--- config.mk ---
export PLATFORM = sky130hd
export DESIGN_NAME = load_store_unit_flat
export DESIGN_NICKNAME = d
export VERILOG_FILES = /design/src/rtl/load_store_unit_if.sv /design/src/rtl/load_store_unit.sv /design/src/flat_wrapper.sv
export SDC_FILE = /design/constraint.sdc
export NUM_CORES = 1
export LEC_CHECK = 0
export ABC_AREA = 1
export CAP_MARGIN = 20
export CELL_PAD_IN_SITES_DETAIL_PLACEMENT = 0
export CELL_PAD_IN_SITES_GLOBAL_PLACEMENT = 1
export CORE_MARGIN = 2
export CORE_UTILIZATION = 29
export CTS_CLUSTER_DIAMETER = 120
export DETAILED_ROUTE_END_ITERATION = 6
export GPL_TIMING_DRIVEN = 0
export PLACE_DENSITY_LB_ADDON = 0.1
export SLEW_MARGIN = 20
export SYNTH_ARGS = -nofsm -noshare
export SYNTH_HDL_FRONTEND = slang
export SYNTH_SLANG_ARGS = --single-unit
--- constraint.sdc ---
create_clock -name clk_in -period 1.5 [get_ports clk_in]
set_input_delay 0.3 -clock clk_in [delete_from_list [all_inputs] [get_ports clk_in]]
set_output_delay 0.3 -clock clk_in [all_outputs]
set_load 0.01 [all_outputs]
--- src/rtl/load_store_unit_if.sv ---
// memory_bus: dispatch/busy memory bus between the load/store unit (CONSUMER) and the memory system (RESPONDER).
interface memory_bus;
    logic [31:0] addr;
    logic [31:0] write_data;
    logic [31:0] read_data;
    logic [1:0]  mem_width;
    logic        dispatch_read;
    logic        dispatch_write;
    logic        busy;

    modport CONSUMER (
        output addr, write_data, mem_width, dispatch_read, dispatch_write,
        input  read_data, busy
    );

    modport RESPONDER (
        input  addr, write_data, mem_width, dispatch_read, dispatch_write,
        output read_data, busy
    );
endinterface

--- src/rtl/load_store_unit.sv ---
// load_store_unit: RV32I load/store initiator on memory_bus with fault screening and load extension.
// Optional WAIT-state abort after TIMEOUT_CYCLES when LSU_TIMEOUT_EN is defined.
module load_store_unit #(
    parameter int TIMEOUT_CYCLES = 1024
) (
    input  logic        clk_in,
    input  logic        rst_n_in,
    input  logic        req_valid_in,
    output logic        req_ready_out,
    input  logic        req_is_store_in,
    input  logic [2:0]  req_funct3_in,
    input  logic [31:0] req_addr_in,
    input  logic [31:0] req_wdata_in,
    output logic        resp_valid_out,
    output logic [31:0] resp_rdata_out,
    output logic [1:0]  resp_fault_out,
    memory_bus.CONSUMER bus
);
    localparam logic [1:0] BYTE = 2'b00;

    typedef enum logic [1:0] {IDLE, ISSUE, WAIT} state_t;

    state_t      state;
    logic        is_store;
    logic [2:0]  funct3;
    logic        illegal;
    logic        misaligned;
    logic [31:0] load_data;

`ifdef LSU_TIMEOUT_EN
    localparam int CW = $clog2(TIMEOUT_CYCLES + 1);
    logic [CW-1:0] cnt;
`endif

    assign req_ready_out = (state == IDLE) && !bus.busy;

    always_comb begin
        illegal    = req_is_store_in ? (req_funct3_in[2] || req_funct3_in == 3'b011)
                                     : (req_funct3_in inside {3'b011, 3'b110, 3'b111});
        misaligned = (req_funct3_in[1:0] == 2'b01 && req_addr_in[0])
                  || (req_funct3_in[1:0] == 2'b10 && req_addr_in[1:0] != 2'b00);
        // funct3[2] selects zero-extension for LBU/LHU
        load_data  = funct3[1:0] == 2'b00 ? {{24{!funct3[2] && bus.read_data[7]}}, bus.read_data[7:0]}
                   : funct3[1:0] == 2'b01 ? {{16{!funct3[2] && bus.read_data[15]}}, bus.read_data[15:0]}
                   : bus.read_data;
    end

    always_ff @(posedge clk_in or negedge rst_n_in) begin
        if (!rst_n_in) begin
            state              <= IDLE;
            is_store           <= 1'b0;
            funct3             <= 3'b000;
            resp_valid_out     <= 1'b0;
            resp_rdata_out     <= 32'h0;
            resp_fault_out     <= 2'b00;
            bus.addr           <= 32'h0;
            bus.write_data     <= 32'h0;
            bus.mem_width      <= BYTE;
            bus.dispatch_read  <= 1'b0;
            bus.dispatch_write <= 1'b0;
`ifdef LSU_TIMEOUT_EN
            cnt                <= '0;
`endif
        end else begin
            resp_valid_out     <= 1'b0;
            bus.dispatch_read  <= 1'b0;
            bus.dispatch_write <= 1'b0;
            case (state)
                IDLE: if (req_valid_in && req_ready_out) begin
                    if (illegal || misaligned) begin
                        resp_valid_out <= 1'b1;
                        resp_rdata_out <= 32'h0;
                        resp_fault_out <= illegal ? 2'b10 : 2'b01;
                    end else begin
                        bus.addr           <= req_addr_in;
                        bus.write_data     <= req_wdata_in;
                        bus.mem_width      <= req_funct3_in[1:0];
                        bus.dispatch_read  <= !req_is_store_in;
                        bus.dispatch_write <= req_is_store_in;
                        is_store           <= req_is_store_in;
                        funct3             <= req_funct3_in;
                        state              <= ISSUE;
                    end
                end
                ISSUE: begin
                    state <= WAIT;
`ifdef LSU_TIMEOUT_EN
                    cnt   <= '0;
`endif
                end
                WAIT: if (!bus.busy) begin
                    resp_valid_out <= 1'b1;
                    resp_rdata_out <= is_store ? 32'h0 : load_data;
                    resp_fault_out <= 2'b00;
                    state          <= IDLE;
                end
`ifdef LSU_TIMEOUT_EN
                else if (cnt == CW'(TIMEOUT_CYCLES - 1)) begin
                    resp_valid_out <= 1'b1;
                    resp_rdata_out <= 32'h0;
                    resp_fault_out <= 2'b11;
                    state          <= IDLE;
                end else begin
                    cnt <= cnt + 1'b1;
                end
`endif
                default: state <= IDLE;
            endcase
        end
    end
endmodule

--- src/flat_wrapper.sv ---
// flat-port wrapper written by rule: the top's interface ports become plain ports
module load_store_unit_flat 
#(
    parameter int TIMEOUT_CYCLES = 1024
)
  (clk_in, rst_n_in, req_valid_in, req_ready_out, req_is_store_in, req_funct3_in, req_addr_in, req_wdata_in, resp_valid_out, resp_rdata_out, resp_fault_out, bus_addr, bus_write_data, bus_mem_width, bus_dispatch_read, bus_dispatch_write, bus_read_data, bus_busy);
  memory_bus bus_i ();
  input  logic clk_in;
  input  logic rst_n_in;
  input  logic req_valid_in;
  output logic req_ready_out;
  input  logic req_is_store_in;
  input  logic [2:0] req_funct3_in;
  input  logic [31:0] req_addr_in;
  input  logic [31:0] req_wdata_in;
  output logic resp_valid_out;
  output logic [31:0] resp_rdata_out;
  output logic [1:0] resp_fault_out;
  output wire logic [$bits(bus_i.addr)-1:0] bus_addr;
  output wire logic [$bits(bus_i.write_data)-1:0] bus_write_data;
  output wire logic [$bits(bus_i.mem_width)-1:0] bus_mem_width;
  output wire logic [$bits(bus_i.dispatch_read)-1:0] bus_dispatch_read;
  output wire logic [$bits(bus_i.dispatch_write)-1:0] bus_dispatch_write;
  input wire logic [$bits(bus_i.read_data)-1:0] bus_read_data;
  input wire logic [$bits(bus_i.busy)-1:0] bus_busy;
  assign bus_addr = bus_i.addr;
  assign bus_write_data = bus_i.write_data;
  assign bus_mem_width = bus_i.mem_width;
  assign bus_dispatch_read = bus_i.dispatch_read;
  assign bus_dispatch_write = bus_i.dispatch_write;
  assign bus_i.read_data = bus_read_data;
  assign bus_i.busy = bus_busy;
  load_store_unit #(.TIMEOUT_CYCLES(TIMEOUT_CYCLES)) u_core (.clk_in(clk_in), .rst_n_in(rst_n_in), .req_valid_in(req_valid_in), .req_ready_out(req_ready_out), .req_is_store_in(req_is_store_in), .req_funct3_in(req_funct3_in), .req_addr_in(req_addr_in), .req_wdata_in(req_wdata_in), .resp_valid_out(resp_valid_out), .resp_rdata_out(resp_rdata_out), .resp_fault_out(resp_fault_out), .bus(bus_i));
endmodule
==> metrics.md <==
| Metric | Value |
|---|---|
| Final net count | approximately 900 |
| Most frequent cells in the layout | nand2_1, dfrtp_1, dlygate4sd2_1, clkdlybuf4s50_1, nor2_1 |
| Lkg Pwr | approximately 0.0042 uW |
| I/O pins | about 210 |
| Gate Count Post-Synth | 580 |
| Pin count of the biggest net entering global routing | 59 |
| Num CTS Buffers | 9 |
| Fin. Hold Viols | 0 |
| Gr usage total | 16.4% |
| RR Endpoint | u_core.resp_rdata_out[16] |
| Flop pwr share | 43.5% |
| Worst Setup Slack, final | between 0.05 and 0.06 ns |
| HP Start | req_funct3_in[0] |
| Worst Path Buf+Inv | 2 |
| WHS Path Cells | 3 |
| Final Critical Period | around 1.4 ns |
| CTS tree | yes |
| Internal | roughly 6000 uW |
| Vert. Die Dim | roughly 130 um |
| CP Data Arrival Time | 1.14 ns |
| Setup TNS | 0 ns |
| Flops & latches, synth | ~110 |
| First-pass GRT wire length | 21.7 mm |
| Number of global-route vias before repair | between 4000 and 5000 |
| CP Launch Type | flip-flop |
| Non-filler cells, final | 1031 |
| RSZ-0062 raised after global routing | yes |
| Post-Synthesis Cell Area | ~4700 um^2 |
| Worst r2r path cells | 8 |
| Total wire length | between 10 and 15 mm |
| Peak VDD IR | 0.000515 V |
| # DRC | 0 |
| Die Area | between 15000 and 20000 um^2 |
| Final core utilization | between 40% and 50% |
| Initial Utilization | between 20% and 30% |
| Root buf cell | clkbuf_16 |
| Via count | between 4000 and 5000 |
| Crit path cell chain | buf_4 > dlygate4sd2_1 |
| Fillcell total | roughly 1600 |
| Initial antenna violation count | 1 |
| Logic pwr share | a little under a third |
| Routed len/inst | roughly 13 um |
| RePlAce Congestion | around 0.74 |
| Maxcap violations | 0 |
| Sw Ratio | about a third |
| Sum of net half-perimeters after detailed placement | about 10 mm |
| Worst R2R Start | u_core.state[0] |
| Max incr delay on CP | about 0.38 ns |
| Placed cells | roughly 1000 |
| Die W | 131 um |
| CP startpoint | u_core.bus.mem_width[0] |
| Critical path's top delay family | buffers and inverters |
| Slowest cell on crit path | dfrtp_1 |
| Crit end category | output pin |
| Distinct cells, synth | 18 |
| Synth Area per Inst | about 8 um^2 |
| Most common cell after layout, fill and taps aside | nand2_1 |
| IO buf count | 207 |
| Area Overhead vs Synth | 59.0% |
| CP required | 1.20 ns |
| Power density cells | between 1000 and 1500 nW/um^2 |
| Fmax | 694 MHz |
| Layout cells sized above 1 | 8.97% |
| DRT antenna net count | 0 |
| Initial DRC Count | 150 |
| # clock sinks | around 110 |
| Status | completed |
| Setup Viol. Count Final | 0 |
| Drt via density | between 4 and 5 |
| Clock power frac | between 20% and 30% |
| Fin. max-slew vios | 0 |
| Syn. warnings | 0 |
| Post-synthesis sequential area ratio | between 50% and 60% |
| Core area | ~16000 um^2 |
| Switch Pwr | approximately 2800 uW |
| FP Rows | 46 |
| Setup Crit Path Kind | reg2out |
| Clock skew | 0.00393 ns |
| Worst skew pair latency | between 0.3 and 0.4 ns |
| Crit Path Max Fanout | 2 |
| DP Worst Slack | -0.462 ns |
| R2r setup slk | about 0.09 ns |
| Reg clk slew, reported paths | around 0.07 ns |
| Total grt overflow | 0 |
| Hold Path Class | in2reg |
| Least-Margin Pin Slew | approximately 0.49 ns |
| Worst slew margin | about two thirds |
| Clk buf depth | 2 |
| Final period util | around 96% |
| CTS H-tree depth | 3 |
| TritonRoute pass-1 iters | 4 |
| Post-Syn Nets | ~680 |
| Minimum hold slack | between 0.2 and 0.3 ns |
| Worst Hold End | u_core.bus.mem_width[0] |
[cell families after synthesis]
group | after synthesis | share of synthesized area (%)
AO/OA/AOI/OAI | 8 | 1.10
AND/OR/NAND/NOR | 398 | 33.6
buffers and inverters | 67 | 7.81
flip-flops | 107 | 57.4
[worst register-to-register path, stage by stage (launching register included)]
cell,delay (ns)
dfrtp_1,0.42
inv_1,0.10
nand2_2,0.10
o21ai_4,0.18
buf_12,0.15
nand2_8,0.09
clkbuf_16,0.17
nand2_1,0.06
nand2_1,0.04
[worst max-delay path by stage]
stage                                end  slack [ns]  cells past startpoint
6_report                bus_mem_width[0]        0.06                      2
5_1_grt        u_core.resp_rdata_out[18]      -0.008                      8
4_1_cts        u_core.resp_rdata_out[28]       0.006                      8
3_5_place_dp   u_core.resp_rdata_out[29]       -0.46                     10
3_3_place_gp         u_core.bus.addr[25]       -4.22                      1
2_1_floorplan  u_core.resp_rdata_out[28]        0.20                      8
[power by group through the flow]
stage / registers (uW) / clock network [uW] / logic, uW
floorplan: 4170 / 0 / 974
detailed placement: 3910 / 0 / 3150
global placement: 3890 / 0 / 3120
finish: 3840 / 2180 / 2810
CTS: 3840 / 2260 / 2760
global route: 3930 / 2380 / 3140
[layout make-up]
cell class | count | area [um^2] | share of cell area, %
clock buffer | 11 | 233 | 3.14
sequential | 107 | 2680 | 36.1
inverter | 37 | 141 | 1.91
tap | 216 | 270 | 3.65
clock inverter | 4 | 28.8 | 0.388
antenna | 1 | 2.50 | 0.0338
multi-input combinational | 407 | 1680 | 22.7
buffer | 30 | 278 | 3.75
timing repair buffer | 218 | 2100 | 28.3
[through the flow]
| step | power, uW | area (um^2) |
|---|---|---|
| floorplan | 5150 | 4660 |
| global placement | 7020 | 7000 |
| detailed placement | 7060 | 7030 |
| CTS | 8860 | 7210 |
| global route | 9450 | 7410 |
| finish | 8830 | 7410 |
[routing by layer]
metal  track usage [%]  vias to the layer above  part of all wire, %
met3              5.17                       23                  7.6
met4              6.38                        0                  2.1
met5                 0                        -                    0
met1              20.7                     1992                   43
met2              26.2                      133                   47
li1                  -                     2199                    -
[Yosys cell counts, drive strengths merged]
cell type | count | share of area [%]
nand2 | 313 | 25
nand3 | 36 | 4.1
nor3 | 1 | 0.11
buf | 29 | 4.8
nor2 | 48 | 4.1
a21oi | 1 | 0.11
clkbuf | 1 | 0.080
o21ai | 7 | 0.99
inv | 37 | 3.0
dfrtp | 107 | 57
[flip-flops by register name, indices dropped and copies added, names as in the netlist]
| signal | count |
|---|---|
| u_core.resp_rdata_out | 32 |
| u_core.resp_fault_out | 2 |
| u_core.bus.addr | 32 |
| u_core.bus.dispatch_write | 1 |
| u_core.bus.mem_width | 1 |
| u_core.funct3 | 2 |
| u_core.bus.write_data | 32 |
| u_core.is_store | 1 |
| u_core.state | 2 |
| u_core.resp_valid_out | 1 |
| u_core.bus.dispatch_read | 1 |
[repair_timing]
action                     4_1_cts  5_1_grt
cloned                           0        3
pin swaps                        0        8
setup endpoints to repair      193       96
buffers inserted                 2        5
hold buffers                     1        0
hold endpoints to repair        49        0
gates resized for setup        116       29
Power figures use the tool's default switching activity.
